[src/rtl/pc_sequencer.sv]
// Program-counter sequencer for the mini-MIPS fetch stage: next-PC selection
// with stall, redirect, call/return through a circular RAS, and exception entry/return.
module pc_sequencer #(
    parameter int unsigned     XLEN         = 32,
    parameter logic [XLEN-1:0] RESET_VECTOR = XLEN'(32'h0000_0000),
    parameter logic [XLEN-1:0] EXC_VECTOR   = XLEN'(32'h0000_0080),
    parameter int unsigned     INSTR_BYTES  = 4,
    parameter int unsigned     RAS_DEPTH    = 4
) (
    input  logic                         clk,
    input  logic                         reset_n,
    input  logic                         stall,
    input  logic                         redirect_valid,
    input  logic [XLEN-1:0]              redirect_target,
    input  logic                         call,
    input  logic                         ret,
    input  logic                         exc,
    input  logic                         eret,
    output logic [XLEN-1:0]              pc,
    output logic [XLEN-1:0]              pc_plus,
    output logic [XLEN-1:0]              epc,
    output logic [$clog2(RAS_DEPTH):0]   ras_count,
    output logic                         ras_overflow,
    output logic                         ras_underflow
);

    localparam int unsigned PTR_W = $clog2(RAS_DEPTH);
    localparam int unsigned CNT_W = PTR_W + 1;

    logic [XLEN-1:0]  ras_mem [RAS_DEPTH];
    logic [PTR_W-1:0] top;
    logic [PTR_W-1:0] top_n;
    logic [XLEN-1:0]  pc_n;
    logic [XLEN-1:0]  epc_n;
    logic [CNT_W-1:0] cnt_n;
    logic             ovf_n;
    logic             unf_n;
    logic             ras_we;
    logic [PTR_W-1:0] ras_waddr;
    logic             ras_empty;
    logic             ras_full;

    assign pc_plus   = pc + XLEN'(INSTR_BYTES);
    assign ras_empty = (ras_count == '0);
    assign ras_full  = (ras_count == CNT_W'(RAS_DEPTH));

    // Next-PC / RAS selection; exc and eret bypass stall.
    always_comb begin
        pc_n      = pc;
        epc_n     = epc;
        top_n     = top;
        cnt_n     = ras_count;
        ovf_n     = ras_overflow;
        unf_n     = ras_underflow;
        ras_we    = 1'b0;
        ras_waddr = top;
        if (exc) begin
            pc_n  = EXC_VECTOR;
            epc_n = pc;
        end else if (eret) begin
            pc_n = epc;
        end else if (!stall) begin
            if (redirect_valid && ret && !call) begin
                if (!ras_empty) begin
                    pc_n  = ras_mem[top];
                    top_n = top - PTR_W'(1);
                    cnt_n = ras_count - CNT_W'(1);
                end else begin
                    pc_n  = redirect_target;
                    unf_n = 1'b1;
                end
            end else if (redirect_valid && call && !ret) begin
                pc_n      = redirect_target;
                ras_we    = 1'b1;
                ras_waddr = top + PTR_W'(1);
                top_n     = top + PTR_W'(1);
                if (ras_full) begin
                    ovf_n = 1'b1;
                end else begin
                    cnt_n = ras_count + CNT_W'(1);
                end
            end else if (redirect_valid && call && ret) begin
                // Swap: return through the top entry, then replace it in place.
                ras_we = 1'b1;
                if (!ras_empty) begin
                    pc_n = ras_mem[top];
                end else begin
                    pc_n  = redirect_target;
                    unf_n = 1'b1;
                    cnt_n = CNT_W'(1);
                end
            end else if (redirect_valid) begin
                pc_n = redirect_target;
            end else begin
                pc_n = pc_plus;
            end
        end
    end

    always_ff @(posedge clk or negedge reset_n) begin
        if (!reset_n) begin
            pc            <= RESET_VECTOR;
            epc           <= '0;
            top           <= '0;
            ras_count     <= '0;
            ras_overflow  <= 1'b0;
            ras_underflow <= 1'b0;
        end else begin
            pc            <= pc_n;
            epc           <= epc_n;
            top           <= top_n;
            ras_count     <= cnt_n;
            ras_overflow  <= ovf_n;
            ras_underflow <= unf_n;
        end
    end

    // Entry contents are don't-care after reset, so the array carries no reset.
    always_ff @(posedge clk) begin
        if (ras_we) begin
            ras_mem[ras_waddr] <= pc_plus;
        end
    end

endmodule

[config.mk]
export PLATFORM = sky130hd
export DESIGN_NAME = pc_sequencer
export DESIGN_NICKNAME = d
export VERILOG_FILES = /design/src/rtl/pc_sequencer.sv
export SDC_FILE = /design/constraint.sdc
export NUM_CORES = 1
export LEC_CHECK = 0
export CORE_UTILIZATION = 47
export DETAILED_ROUTE_END_ITERATION = 8
export PLACE_DENSITY = 0.69
export SYNTH_ARGS = -nofsm -noshare
export SYNTH_HDL_FRONTEND = slang
export SYNTH_SLANG_ARGS = --single-unit
[constraint.sdc]
create_clock -name clk -period 4.6 [get_ports clk]
set_input_delay 0.92 -clock clk [delete_from_list [all_inputs] [get_ports clk]]
set_output_delay 0.92 -clock clk [all_outputs]
set_load 0.005 [all_outputs]
; Word-level counts from Yosys, hierarchy flattened
; Memories as Yosys holds them, arrays and structs flattened.
; Cells that the tools add are included.
[totals]
regBits = 71
latch_bits = 0
ram_bits = 128
rom_bits = 0
inputBits = 40
elab_cells = 69
mem_count = 1
[op_classes]
add_sub_neg = 5
mul = 0
div_mod_pow = 0
magnitude_cmp = 0
eq_ne = 5
shifts = 0
n_mux = 33
bitwise_logic = 4
reduce_logical = 15
[memory_table]
columns = name, words, width, rd, rd_clocked_by_memory_dff, wr, line_no
row1 = ras_mem, 4, 32, 1, 0, 1, 30  ; logic [XLEN-1:0] ras_mem [RAS_DEPTH];
[op_table]
columns = operator, n
row1 = 32-bit 2-to-1 mux, 8
row2 = 32-bit by 3-bit adder with 32-bit output (second input constant), 1
row3 = 3-bit 2-to-1 mux, 6
row4 = 2-bit 2-to-1 mux, 7
row5 = 1-bit 2-to-1 mux, 12
row6 = 7-bit AND reduction, 1
row7 = 6-bit AND reduction, 1
row8 = 3-bit nonzero test, 2
row9 = 1-bit logical AND, 5
row10 = 5-bit AND reduction, 1
row11 = 2-bit inequality test (second input constant), 2
row12 = 1-bit inverter, 4
row13 = 4-bit AND reduction, 1
row14 = 3-bit by 1-bit adder with 3-bit output (second input constant), 1
row15 = 3-bit == test (second input constant), 1
row16 = 3-bit zero test, 1
row17 = 3-bit by 1-bit inequality test with 1-bit output (second input constant), 1
row18 = 3-bit inequality test (second input constant), 1
row19 = 3-bit by 1-bit subtractor with 3-bit output (second input constant), 1
row20 = 2-bit by 1-bit adder with 2-bit output (second input constant), 1
row21 = 1-bit zero test, 2
row22 = 2-bit nonzero test, 1
row23 = 2-bit by 1-bit subtractor with 2-bit output (second input constant), 1

; Longest topological paths before layout
; Gate-level depths: netlist of run 1.
[logic_depth]
ltp_word = 10
depth_mapped = 9
ltp_nobuf = 7

; Worst setup path after synthesis of run 1
; Ideal clock, no wire load.
[synth_path]
path_kind = input-to-reg
from = input port redirect_valid
to = memory ras_mem[0][0], enable pin
setup_ns = 0.432
arrival_time_ns = 3.331
setup_slack_ns = 0.837
cell_stages = 5
n_path_buf = 1
cell_sequence = clkbuf_1 > clkinv_1 > nor2_1 > nand2_1 > a21oi_1
[synth_between]
elab_chain_len = 10
[synth_lines]
columns = item, line_no
row1 = start: declaration, 13  ; input logic redirect_valid,
row2 = 1-bit logical AND, "72, 82"
row3 = 1-bit logical AND, 82  ; end else if (redirect_valid && call && ret) begin
row4 = 1-bit 2-to-1 mux, 82
row5 = 1-bit 2-to-1 mux, 72  ; end else if (redirect_valid && call && !ret) begin
row6 = 1-bit 2-to-1 mux, 63  ; if (redirect_valid && ret && !call) begin
row7 = 1-bit 2-to-1 mux, 62  ; end else if (!stall) begin
row8 = 1-bit 2-to-1 mux, 60  ; end else if (eret) begin
row9 = 1-bit 2-to-1 mux, 57  ; if (exc) begin
row10 = 1-bit 2-to-1 mux, 120  ; if (ras_we) begin
row11 = 1-bit 2-to-1 mux (implied by the code), 121  ; ras_mem[ras_waddr] <= pc_plus;
row12 = end: declaration, 30
; Parallel ways exist; a longest one is shown, timed or not.

; Worst setup path after layout of run 1
[layout_path]
from = register pc[2]
to = output port pc_plus[24]
[layout_between]
elab_chain_len = 1
[layout_lines]
columns = item, line_no
row1 = start: declaration, 19  ; output logic [XLEN-1:0] pc,
row2 = start signal: assignment, 109  ; pc <= pc_n;
row3 = 32-bit by 3-bit adder with 32-bit output, 43  ; assign pc_plus = pc + XLEN'(INSTR_BYTES);
row4 = end: declaration, 20  ; output logic [XLEN-1:0] pc_plus,
; Every way passes these cells.

==> results of run 1 <==
registers in the layout (all words and copies together) (netlist names):
| name | count |
|---|---|
| ras_overflow | 1 |
| ras_mem | 128 |
| epc | 32 |
| pc | 32 |
| ras_underflow | 1 |
| top | 2 |
| ras_count | 3 |
area by class of cell:
class                      count  share of cell area
sequential                   199              0.4875
multi-input combinational    459              0.2959
timing repair buffer         157              0.1343
clock buffer                  17             0.03689
tap                          260             0.02821
clock inverter                15             0.01454
inverter                       8            0.002604
metrics by stage:
stage                     instance area (um2)  setup WS [ns]
final                                   11530         0.3187
after global routing                    11530         0.2280
after floorplan                          9261         0.8367
after detailed placement                10940         0.8405
after global placement                  10940         0.9319
after CTS                               11530         0.3717
power by group through the flow:
| stage | logic, mW | registers [mW] | clock network [mW] |
|---|---|---|---|
| after CTS | 1.05 | 2.14 | 1.52 |
| after global routing | 1.12 | 2.16 | 1.59 |
| after detailed placement | 1.04 | 2.18 | 0 |
| after floorplan | 0.711 | 2.08 | 0 |
| after global placement | 1.02 | 2.17 | 0 |
| final | 1.04 | 2.14 | 1.50 |
synth_stat cells, types with 4 or more instances:
master	count
a211oi_1	5
a21o_1	10
a21oi_1	49
a31o_2	10
a31oi_1	4
and3_1	6
buf_2	12
clkbuf_1	40
dfrtp_1	71
edfxtp_1	128
ha_1	4
inv_1	7
mux2_2	35
mux2i_1	4
mux4_2	30
nand2_1	69
nand3_1	18
nand3b_1	5
nand4_1	11
nor2_1	47
nor3_1	20
nor4_1	7
o21a_1	5
o21ai_0	17
o22ai_1	15
o31ai_1	4
o32ai_1	8
or2_2	11
or3_1	4
xnor2_1	15
xor2_1	6
cells by family (layout without fill, tap and decap cells):
group	after synthesis	after routing	share of synthesized area
muxes	69	69	0.1198
DFF	199	199	0.6069
AOI/OAI and AO/OA	149	149	0.1063
xor gates and xnor gates	21	21	0.01986
adders and majority gates	4	4	0.005404
buffers and inverters	63	197	0.02796
and+or+nand+nor	216	216	0.1138
how the worst max path moves through the flow:
stage	to	slack (ns)	start
after floorplan	ras_mem[0][0]$_DFFE_PP_	0.84	redirect_valid
after global placement	pc_plus[20]	0.93	pc[2]$_DFFE_PN0P_
after detailed placement	pc_plus[28]	0.84	pc[2]$_DFFE_PN0P_
after CTS	pc_plus[28]	0.37	pc[2]$_DFFE_PN0P_
after global routing	pc_plus[28]	0.23	pc[2]$_DFFE_PN0P_
final	pc_plus[24]	0.32	pc[2]$_DFFE_PN0P_
layer usage:
| metal | GRT usage | wire [um] | vias to the layer above |
|---|---|---|---|
| met4 | 0.07244 | 404 | 0 |
| met5 | 0 | 0 | - |
| met3 | 0.06864 | 2417 | 35 |
| met1 | 0.3619 | 10710 | 3454 |
| li1 | - | - | 3000 |
| met2 | 0.4461 | 12850 | 368 |
critical path, cell delays in order (launching register included):
cell             delay (ns)
dfrtp_1                0.49
ha_1                   0.26
nand3_1                0.25
or4_2                  0.88
o21a_1                 0.25
or2_2                  0.34
clkdlybuf4s50_1        0.47
==> results.py, run 1 <==
metrics = {
    "run": {
        "cap_violations": 0,
    },
    "global_routing": {
        "grtUsageTotal": 0.2724,
        "grt_max_degree": 72,
        "grt_pass1_vias": 6913,
        "antenna_found_initial": 0,
        "grt_pass1_wl_mm": 40.66,
        "gr-total-overflow": 0,
    },
    "routing": {
        "wire_per_inst_um": 23.66,
        "drt-vias-per-instance": 6.150,
        "vias": 6857,
        "drtAntennaViolNets": 0,
        "drt_iter0_drc": 719,
        "routed_wl_mm": 26.38,
        "drc": 0,
        "dr.pass1.iters": 5,
    },
    "hold_path": {
        "hold_path.class": "reg -> reg",
        "hold_end": "ras_overflow$_DFFE_PN0P_",
        "worstHoldStart": "ras_overflow$_DFFE_PN0P_",
        "holdPathStages": 1,
    },
    "logic_synthesis": {
        "synth_top_area_frac": 0.4150,
        "seq_area_frac_synth": 0.6069,
        "ys_top_cells_by_area": "edfxtp_1 (42%), dfrtp_1 (19%), mux4_2 (7.3%), mux2_2 (4.3%), nand2_1 (2.8%)",
        "synth_edf_count": 128,
        "synthCells": 721,
        "ys_warn_count": 0,
        "ys_seq_elements": 199,
        "synthDominantAreaCellType": "edfxtp_1",
        "syn_avg_cell_area_um2": 12.85,
        "synth_ff_type": "edfxtp_1",
        "synth.distinct_cells": 57,
        "async_reset_ff_frac": 0.3568,
        "netlist_area_mm2": 0.009261,
        "syn-num-nets": 765,
    },
    "die": {
        "initial_utilization": 0.4870,
        "fp.coreArea_mm2": 0.01902,
        "die_h_um": 142.4,
        "die_w_um": 142.4,
        "dieArea_mm2": 0.02027,
        "rows": 50,
        "io_pins": 141,
    },
    "placement": {
        "dpl.hpwl_mm": 16.97,
        "io_buffers": 140,
        "dp.cells": 1083,
        "gp_congestion": 0.8533,
    },
    "power": {
        "sequentialPowerShare": 0.457,
        "p_int_mw": 3.343,
        "leakage_nw": 4.175,
        "p_total_mw": 4.686,
        "p_per_area_mw_per_mm2": 406.4,
        "ir_drop_uv": 265.8,
        "comb_power_share": 0.223,
        "switching_share": 0.2867,
        "pwr-share-clk": 0.321,
        "p_sw_mw": 1.343,
    },
    "sta": {
        "worst_slew_margin_rel": 0.2502,
        "worst_slew_pin_slew_ns": 1.122,
        "clock_skew_ns": 0.01041,
        "rsz0062_at_grt": "no",
        "slew_viol_final": 0,
        "timing.fmax_ghz": 0.2336,
        "period_share": 0.9307,
        "min_period_ns": 4.281,
        "finalHoldViolations": 0,
        "whs_ns": 0.4814,
        "setup_tns_ns": 0,
        "setup_violations": 0,
    },
    "clock_tree": {
        "cts_resized": 0,
        "cts_setup_buffers": 0,
        "cts_buffers": 17,
        "clkTransAtPathRegs_ns": 0.07,
        "ctsHtreeMaxLevel": 4,
        "hold_buffers": 0,
        "cts_tree": "done",
        "clockBufferDepth": 2,
        "worst_skew_pair.late_latency_ns": 0.43,
        "cts-root-buf": "clkbuf_16",
        "clock-sinks": 199,
    },
    "worst_setup_path": {
        "crit_type": "reg -> out",
        "cp_max_fo": 8,
        "r2r_cells": 5,
        "r2r_end": "ras_mem[1][28]$_DFFE_PP_",
        "cp-end-kind": "output port",
        "r2r_start": "pc[2]$_DFFE_PN0P_",
        "r2r_slack_ns": 1.87,
        "crit_arrival_ns": 3.36,
        "startpoint_type": "flip-flop",
        "required_ns": 3.68,
    },
    "cells_and_area": {
        "final_cell_mix": "clkdlybuf4s50_1 (136), edfxtp_1 (128), dfrtp_1 (70), nand2_1 (69), a21oi_1 (47)",
        "regArea_mm2": 0.005622,
        "fillCellCount": 1518,
        "antennaDiodeCount": 0,
        "final_util": 0.6063,
        "drive_gt1_frac": 0.1789,
        "final_nets": 886,
        "multi_input_area_mm2": 0.003412,
        "area_growth_syn_to_layout_pct": 24.51,
        "final_common_cell": "clkdlybuf4s50_1",
        "fin_cells": 1115,
    },
    "run_status": {
        "status": "complete, no violations",
    },
}
(Power assumes the default switching activity.)
==> run 2: changes to the inputs <==
- ABC_CLOCK_PERIOD_IN_PS: unset -> 5050
- RECOVER_POWER: unset -> 50
- clock period: 4.6 -> 5.05 ns (I/O delays scaled with it)
==> run 2 against run 1 <==
The flow now finishes with violations (capacitance limit, slew limit). Sequential power is 9% lower. Largest power group unchanged. Worst setup slack better by 0.37 ns. Global-route usage is 0.30 points lower. Critical path depth is 1 lower. Sequential share of layout area hardly changed. Total power is 8.4% lower.
==> results.py, run 2 (same netlist as run 1, synthesis figures left out) <==
metrics = {
    "power": {
        "p_total_mw": 4.291,
        "p_sw_mw": 1.203,
        "ir_drop_uv": 273.3,
        "comb_power_share": 0.215,
        "switching_share": 0.2804,
        "sequentialPowerShare": 0.455,
        "p_per_area_mw_per_mm2": 372.4,
        "leakage_nw": 4.315,
        "p_int_mw": 3.088,
        "pwr-share-clk": 0.330,
    },
    "sta": {
        "min_period_ns": 4.362,
        "period_share": 0.8638,
        "timing.fmax_ghz": 0.2292,
        "clock_skew_ns": 0.01386,
        "worst_slew_pin_slew_ns": 2.217,
        "rsz0062_at_grt": "no",
        "worst_slack_ns": 0.6876,
        "setup_tns_ns": 0,
        "slew_viol_final": 109,
        "setup_violations": 0,
        "worst_slew_margin_rel": -0.4783,
        "whs_ns": 0.4624,
        "finalHoldViolations": 0,
    },
    "routing": {
        "drt_iter0_drc": 711,
        "routed_wl_mm": 26.10,
        "drtAntennaViolNets": 0,
        "wire_per_inst_um": 23.39,
        "drt-vias-per-instance": 6.163,
        "drc": 0,
        "vias": 6878,
        "dr.pass1.iters": 5,
    },
    "cells_and_area": {
        "antennaDiodeCount": 0,
        "final_cell_mix": "edfxtp_1 (128), clkdlybuf4s50_1 (78), nand2_1 (70), dfrtp_1 (70), dlygate4sd3_1 (58)",
        "fin_cells": 1116,
        "design_area_mm2": 0.01152,
        "final_common_cell": "edfxtp_1",
        "reg.largest.list": "ras_mem: 128 flops, epc: 32 flops, pc: 32 flops",
        "max_flop_register": "ras_mem",
        "final_util": 0.6059,
        "largest_reg_flops": 128,
        "drive_gt1_frac": 0.1717,
        "area_growth_syn_to_layout_pct": 24.41,
        "final_nets": 887,
    },
    "placement": {
        "dpl_cell_area_mm2": 0.01093,
        "io_buffers": 140,
        "gp_congestion": 0.8476,
        "pre_cts_slack_ns": 1.203,
        "dp.cells": 1084,
        "dpl.hpwl_mm": 16.53,
    },
    "global_routing": {
        "antenna_found_initial": 0,
        "grtUsageTotal": 0.2694,
        "gr-total-overflow": 0,
        "grt_pass1_wl_mm": 39.83,
        "grt_pass1_vias": 6826,
        "grt_max_degree": 72,
    },
    "die": {
        "initial_utilization": 0.4870,
        "io_pins": 141,
        "die_w_um": 142.4,
        "fp.coreArea_mm2": 0.01902,
        "rows": 50,
        "die_h_um": 142.4,
        "dieArea_mm2": 0.02027,
    },
    "hold_path": {
        "hold_path.class": "reg -> reg",
        "holdPathStages": 1,
    },
    "worst_setup_path": {
        "crit_arrival_ns": 3.35,
        "max_stage_delay_ns": 0.82,
        "cp-end-kind": "output port",
        "path_cells": "nand4_1 > or4_1 > o31a_2 > or2_2 > clkdlybuf4s50_1",
        "slowest_stage": "or4_1",
        "critical-path-top-delay-family": "simple AND/OR/NAND/NOR gates",
        "required_ns": 4.04,
        "critPathBufInv": 1,
        "cp_max_fo": 9,
        "cp_num_cells": 5,
        "crit_type": "reg -> out",
        "r2r_cells": 5,
        "startpoint_type": "flip-flop",
    },
    "clock_tree": {
        "ctsHtreeMaxLevel": 4,
        "cts_buffers": 17,
        "cts-root-buf": "clkbuf_16",
        "clockBufferDepth": 2,
        "clock-sinks": 199,
        "cts_setup_buffers": 0,
        "clkTransAtPathRegs_ns": 0.07,
        "hold_buffers": 0,
        "cts_resized": 0,
        "worst_skew_pair.late_latency_ns": 0.43,
        "cts_tree": "done",
    },
    "run_status": {
        "violations": "capacitance limit, slew limit",
        "status": "complete, but fails checks",
    },
    "run": {
        "cap_violations": 2,
    },
}
run 2: area by class of cell:
cell class	instances	area, um2
Tap cell	260	325.3
Fill cell	1531	7496
Timing Repair Buffer	158	1529
Clock buffer	19	442.9
Multi-Input combinational cell	459	3403
Sequential cell	199	5622
Inverter	8	30.03
Clock inverter	13	170.2
run 2: worst paths after layout:
check	slack, ns	to	from
min reg2reg	0.46	ras_underflow$_DFFE_PN0P_	ras_underflow$_DFFE_PN0P_
min in group asynchronous	1.10	ras_overflow$_DFFE_PN0P_	reset_n
max reg2reg	1.87	ras_mem[2][1]$_DFFE_PP_	top[1]$_DFFE_PN0P_
min	0.46	ras_underflow$_DFFE_PN0P_	ras_underflow$_DFFE_PN0P_
max	0.69	pc_plus[27]	pc[9]$_DFFE_PN0P_
max in group asynchronous	2.64	top[0]$_DFFE_PN0P_	reset_n
run 2: per-layer routing:
layer / GRT usage / share of wire / wire, um / vias up
met3: 0.06326 / 0.094 / 2464 / 36
met1: 0.3695 / 0.41 / 10600 / 3444
met4: 0.08489 / 0.019 / 498 / 0
met5: 0 / 0 / 0 / -
met2: 0.4257 / 0.48 / 12540 / 400
li1: - / - / - / 2998
run 2: power groups by stage:
stage / sequential [mW] / combinational (mW) / clock (mW)
2_1_floorplan: 1.90 / 0.648 / 0
3_3_place_gp: 1.98 / 0.924 / 0
3_5_place_dp: 1.99 / 0.939 / 0
4_1_cts: 1.95 / 0.945 / 1.43
5_1_grt: 1.96 / 0.994 / 1.49
6_report: 1.95 / 0.924 / 1.42
